### config.mk
export PLATFORM = sky130hd
export DESIGN_NAME = otp_ctrl_part_seq
export DESIGN_NICKNAME = d
export VERILOG_FILES = /design/src/rtl/otp_ctrl_part_seq.sv
export SDC_FILE = /design/constraint.sdc
export NUM_CORES = 1
export LEC_CHECK = 0
export BUFFER_PORTS_ARGS = -buffer_cell sky130_fd_sc_hd__buf_2
export CORE_ASPECT_RATIO = 0.6
export CORE_UTILIZATION = 45
export CTS_CLUSTER_SIZE = 12
export DETAILED_ROUTE_END_ITERATION = 8
export PLACE_DENSITY = 0.87
export SLEW_MARGIN = 30
export SYNTH_ARGS = -nofsm -noshare
export SYNTH_HDL_FRONTEND = slang
export SYNTH_SLANG_ARGS = --single-unit
### constraint.sdc
create_clock -name clk_i -period 3.75 [get_ports clk_i]
set_clock_uncertainty 0.15 [all_clocks]
set_input_delay 0.5625 -clock clk_i [delete_from_list [all_inputs] [get_ports clk_i]]
set_output_delay 0.5625 -clock clk_i [all_outputs]
set_load 0.02 [all_outputs]
### src/rtl/otp_ctrl_part_seq.sv
// Walks every block of an ECC register partition, either writing a fixed pattern or reading and XOR-folding into a digest.
// Latency: NumBlocks ACCESS cycles with grant tied high, then one DONE cycle; a read ECC fault adds one ERROR cycle.
// Backpressure: req/addr/we held until blk_gnt_i; optional grant timeout under OTP_CTRL_PART_SEQ_TIMEOUT_EN.
module otp_ctrl_part_seq #(
    parameter int NumBlocks     = 16,
    parameter int Width         = 64,
    parameter int TimeoutCycles = 255
) (
    input  logic                         clk_i,
    input  logic                         rst_i,
    input  logic                         start_i,
    input  logic                         mode_i,
    input  logic [Width-1:0]             wdata_i,
    output logic                         busy_o,
    output logic                         done_o,
    output logic                         err_o,
    output logic                         blk_req_o,
    output logic                         blk_we_o,
    output logic [$clog2(NumBlocks)-1:0] blk_addr_o,
    output logic [Width-1:0]             blk_wdata_o,
    input  logic                         blk_gnt_i,
    input  logic [Width-1:0]             blk_rdata_i,
    input  logic                         ecc_err_i,
    output logic [Width-1:0]             digest_o
);

    localparam int AW = $clog2(NumBlocks);

    typedef enum logic [1:0] {
        ST_IDLE   = 2'd0,
        ST_ACCESS = 2'd1,
        ST_ERROR  = 2'd2,
        ST_DONE   = 2'd3
    } state_t;

    state_t            state_q, state_d;
    logic              mode_q;
    logic [Width-1:0]  wdata_q;
    logic [Width-1:0]  digest_q;
    logic [AW-1:0]     addr_q;
    logic              err_q;
    logic              start_acc;
    logic              gnt_acc;
    logic              last_blk;
    logic              ecc_hit;
    logic              timeout_hit;

    assign start_acc = (state_q == ST_IDLE) && start_i;
    assign gnt_acc   = (state_q == ST_ACCESS) && blk_gnt_i;
    assign last_blk  = (addr_q == AW'(NumBlocks - 1));
    // ECC status only has meaning for reads; writes never fault on it.
    assign ecc_hit   = gnt_acc && !mode_q && ecc_err_i;

`ifdef OTP_CTRL_PART_SEQ_TIMEOUT_EN
    localparam int TW = $clog2(TimeoutCycles + 1);
    logic [TW-1:0] wait_cnt_q;

    assign timeout_hit = (state_q == ST_ACCESS) && !blk_gnt_i &&
                         (wait_cnt_q == TW'(TimeoutCycles - 1));

    always_ff @(posedge clk_i) begin
        if (rst_i || start_acc || gnt_acc) begin
            wait_cnt_q <= '0;
        end else if (state_q == ST_ACCESS && !timeout_hit) begin
            wait_cnt_q <= wait_cnt_q + TW'(1);
        end
    end
`else
    logic unused_timeout_cfg;
    assign unused_timeout_cfg = (TimeoutCycles != 0);
    assign timeout_hit        = 1'b0;
`endif

    always_ff @(posedge clk_i) begin
        if (rst_i) begin
            state_q <= ST_IDLE;
        end else begin
            state_q <= state_d;
        end
    end

    always_comb begin
        state_d = state_q;
        case (state_q)
            ST_IDLE: begin
                if (start_i) state_d = ST_ACCESS;
            end
            ST_ACCESS: begin
                if (ecc_hit || timeout_hit) begin
                    state_d = ST_ERROR;
                end else if (gnt_acc && last_blk) begin
                    state_d = ST_DONE;
                end
            end
            ST_ERROR: state_d = ST_DONE;
            ST_DONE:  state_d = ST_IDLE;
            default:  state_d = ST_IDLE;
        endcase
    end

    always_ff @(posedge clk_i) begin
        if (rst_i) begin
            mode_q   <= 1'b0;
            wdata_q  <= '0;
            digest_q <= '0;
            addr_q   <= '0;
            err_q    <= 1'b0;
        end else begin
            if (start_acc) begin
                mode_q   <= mode_i;
                wdata_q  <= wdata_i;
                digest_q <= '0;
                addr_q   <= '0;
                err_q    <= 1'b0;
            end
            if (ecc_hit || timeout_hit) begin
                err_q <= 1'b1;
            end else if (gnt_acc) begin
                if (!mode_q) digest_q <= digest_q ^ blk_rdata_i;
                // Address parks on the last block so it stays in range.
                if (!last_blk) addr_q <= addr_q + AW'(1);
            end
        end
    end

    always_comb begin
        busy_o      = (state_q != ST_IDLE);
        done_o      = (state_q == ST_DONE);
        blk_req_o   = (state_q == ST_ACCESS);
        blk_we_o    = (state_q == ST_ACCESS) && mode_q;
        blk_addr_o  = addr_q;
        blk_wdata_o = wdata_q;
        err_o       = err_q;
        digest_o    = digest_q;
    end

endmodule

==> metrics.csv <==
stage,metric,value,unit
sta,worstMarginPinSlew,0.731,ns
clocking,cts_sinks,136,
placed_design,place_inst,1020,
yosys,netlist_area,6110,um2
final_layout,mostFrequentLayoutCell,buf_2,
sta,slew_viol_final,0,
floorplanning,die_y,92.3,um
final_layout,mostFrequentLayoutCells,"buf_2 (269), dfxtp_1 (136), nand2_1 (134)",
final_layout,area_delta_synth_final,30.6,%
clocking,h-tree-depth,4,
sta,period_needed,2.29,ns
clocking,hold_buffers,0,
outcome,outcome,finished with violations,
floorplanning,die_w,152,um
yosys,syn_nets,763,
drt,wl_met2,7030,um
placed_design,dp.final_hpwl,10500,um
worst_hold_path,hp-class,input pin to flop,
critical_path,worst-setup-path-type,flop to flop,
power,p_per_area,573,nW/um2
yosys,synth_seq_cells,136,
floorplanning,core_area,13100,um2
drt,drc,17,
clocking,cts_root_buf,clkbuf_16,
final_layout,ff_latch_area,2720,um2
clocking,clk_pin_slew,0.06,ns
critical_path,crit_path_end_kind,flop,
clocking,post_cts_buffers,0,
yosys,synthCells,624,
final_layout,antenna_cells,0,
critical_path,start_kind,flop,
critical_path,cp.buffers_inverters,2,
clocking,cts_tree,built,
drt,drt_iter0_drc,284,
sta,max_freq,437,MHz
final_layout,final_area,7990,um2
yosys,yosysSeqAreaShare,0.445,
sta,fin_setup_tns,0,ns
yosys,synth.area.top_cells,"dfxtp_1 (45%), a311oi_2 (15%), a21oi_2 (8.6%)",
drt,vias,5358,
yosys,yosysTopAreaCellShare,0.445,
job,drv_cap,0,
drt,wl_per_cell,13.9,um
global_route,grt_max_degree,129,
critical_path,cp_top_family,buffers and inverters,
clocking,clk_latency,0.39,ns
clocking,cts_resized,0,
critical_path,worstPathArrival,2.44,ns
yosys,synth.largest_area_cell,dfxtp_1,
drt,viasPerCell,5.10,
drt,dr.max_layer_used,met4,
yosys,avgSynthCellArea,9.80,um2
critical_path,crit_fanout,128,
critical_path,worstPathRequired,3.90,ns
yosys,ys_warn_count,0,
final_layout,multi_input_area,3040,um2
floorplanning,start_util,0.468,
floorplanning,dieArea,14100,um2
drt,drtPass1Iterations,8,
placed_design,io_buffers,270,
sta,post-route-period-util,0.611,
sta,slew_headroom,0.511,
global_route,antenna_found_initial,0,
sta,hold-worst-slack,0.250,ns
clocking,clk_path_buf_depth,2,
clocking,cts_buffers,17,
drt,wl_met3,1210,um
critical_path,path_cells,"inv_1, ha_1, and4bb_4, buf_12, nand2b_1, a311oi_2",
final_layout,drive_above_1_share,0.489,
sta,setup_violations,0,
sta,hold_viol,0,
placed_design,place_congestion,0.784,
final_layout,layout.nets,1008,
global_route,grt.total_usage,0.206,
final_layout,fillCellCount,1156,
floorplanning,ios,271,
power,leakage,3.30,nW
critical_path,cp_slowest_cell,buf_12,
power,ir_drop,0.000260,V
yosys,synthDistinctLibCells,34,
outcome,violations,DRC,
floorplanning,rows,32,
drt,wirelength,14600,um
sta,grt_setup_unrepaired,false,
global_route,grt.overflow.total,0,
global_route,grt_pass1_wl,23700,um
global_route,grt_pass1_vias,5004,
drt,drt-met1-wl,6310,um
placed_design,place_area,7430,um2
drt,drtAntennaViolNets,0,
final_layout,instances_no_fill,1051,
critical_path,max_stage_delay,0.48,ns
path summary, 6_finish.rpt:
kind | cells after the start | slack [ns] | startpoint | to
hold / removal | 3 | 0.25 | wdata_i[42] | blk_wdata_o[42]
setup reg to reg | 6 | 1.46 | state_q[1] | digest_o[16]
hold reg to reg | 2 | 0.30 | blk_wdata_o[27] | blk_wdata_o[27]
setup / recovery | 6 | 1.46 | state_q[1] | digest_o[16]
power breakdown:
| group | switching (mW) | internal (mW) | total, mW |
|---|---|---|---|
| combinational | 0.860 | 0.431 | 1.29 |
| clock | 0.627 | 0.933 | 1.56 |
| sequential | 0.109 | 1.62 | 1.72 |
| total | 1.60 | 2.98 | 4.58 |
registers in the layout (all words and copies together), names as in the netlist:
signal	flops
err_o	1
mode_q	1
blk_addr_o	4
state_q	2
blk_wdata_o	64
digest_o	64
per-layer routing:
metal | vias to the layer above | track usage
met5 | - | 0
met4 | 0 | 0.0505
met3 | 8 | 0.0739
met2 | 151 | 0.350
met1 | 2495 | 0.249
li1 | 2704 | -
cell type report:
cell class,count,area share
flip-flops and latches,136,0.341
inverters,4,0.00188
clock buffers,18,0.0550
multi-input cells,434,0.381
clock inverters,13,0.0150
well taps,170,0.0266
repair buffers,276,0.180
worst reg2reg max path, cell delays in order (launching register included):
cell      delay [ns]
dfxtp_1         0.34
inv_1           0.11
ha_1            0.28
and4bb_4        0.29
buf_12          0.48
nand2b_1        0.27
a311oi_2        0.30
synthesized netlist by cell type:
library cell	n
inv_1	4
nand4_1	1
and3_1	1
o311ai_0	4
a32o_1	1
nor2_1	3
nand3b_1	1
a21oi_2	60
a21oi_1	72
dfxtp_1	136
a22oi_1	1
buf_4	6
nand3_1	4
and4bb_1	1
nor2b_1	4
buf_12	7
and2_1	3
or4_1	1
a211o_1	1
buf_6	2
or2_1	1
mux2i_1	1
nor3_1	1
or4b_1	1
buf_2	6
a311oi_1	5
buf_1	8
o211ai_1	1
a311oi_2	60
nand2_1	135
xor2_1	1
ha_1	5
clkbuf_1	21
nand2b_1	65
kinds of logic (layout without fill, tap and decap cells):
| logic type | count (synthesis) | in the layout | share of synthesized area |
|---|---|---|---|
| flops | 136 | 136 | 0.445 |
| compound gates | 205 | 205 | 0.311 |
| mux | 1 | 1 | 0.00164 |
| xor+xnor | 1 | 1 | 0.00143 |
| simple gates | 222 | 222 | 0.172 |
| fa+ha+maj | 5 | 5 | 0.0102 |
| buf+inv | 54 | 311 | 0.0591 |
metrics by stage:
step / power (mW) / setup slack, ns / utilization
6_report: 4.58 / 1.46 / 0.612
2_1_floorplan: 2.71 / 1.78 / -
5_1_grt: 4.83 / 1.30 / 0.612
3_5_place_dp: 3.05 / 1.43 / 0.569
4_1_cts: 4.62 / 1.46 / 0.612
3_3_place_gp: 3.02 / 1.52 / 0.569
Note: power is estimated with default switching activity, not from simulation.
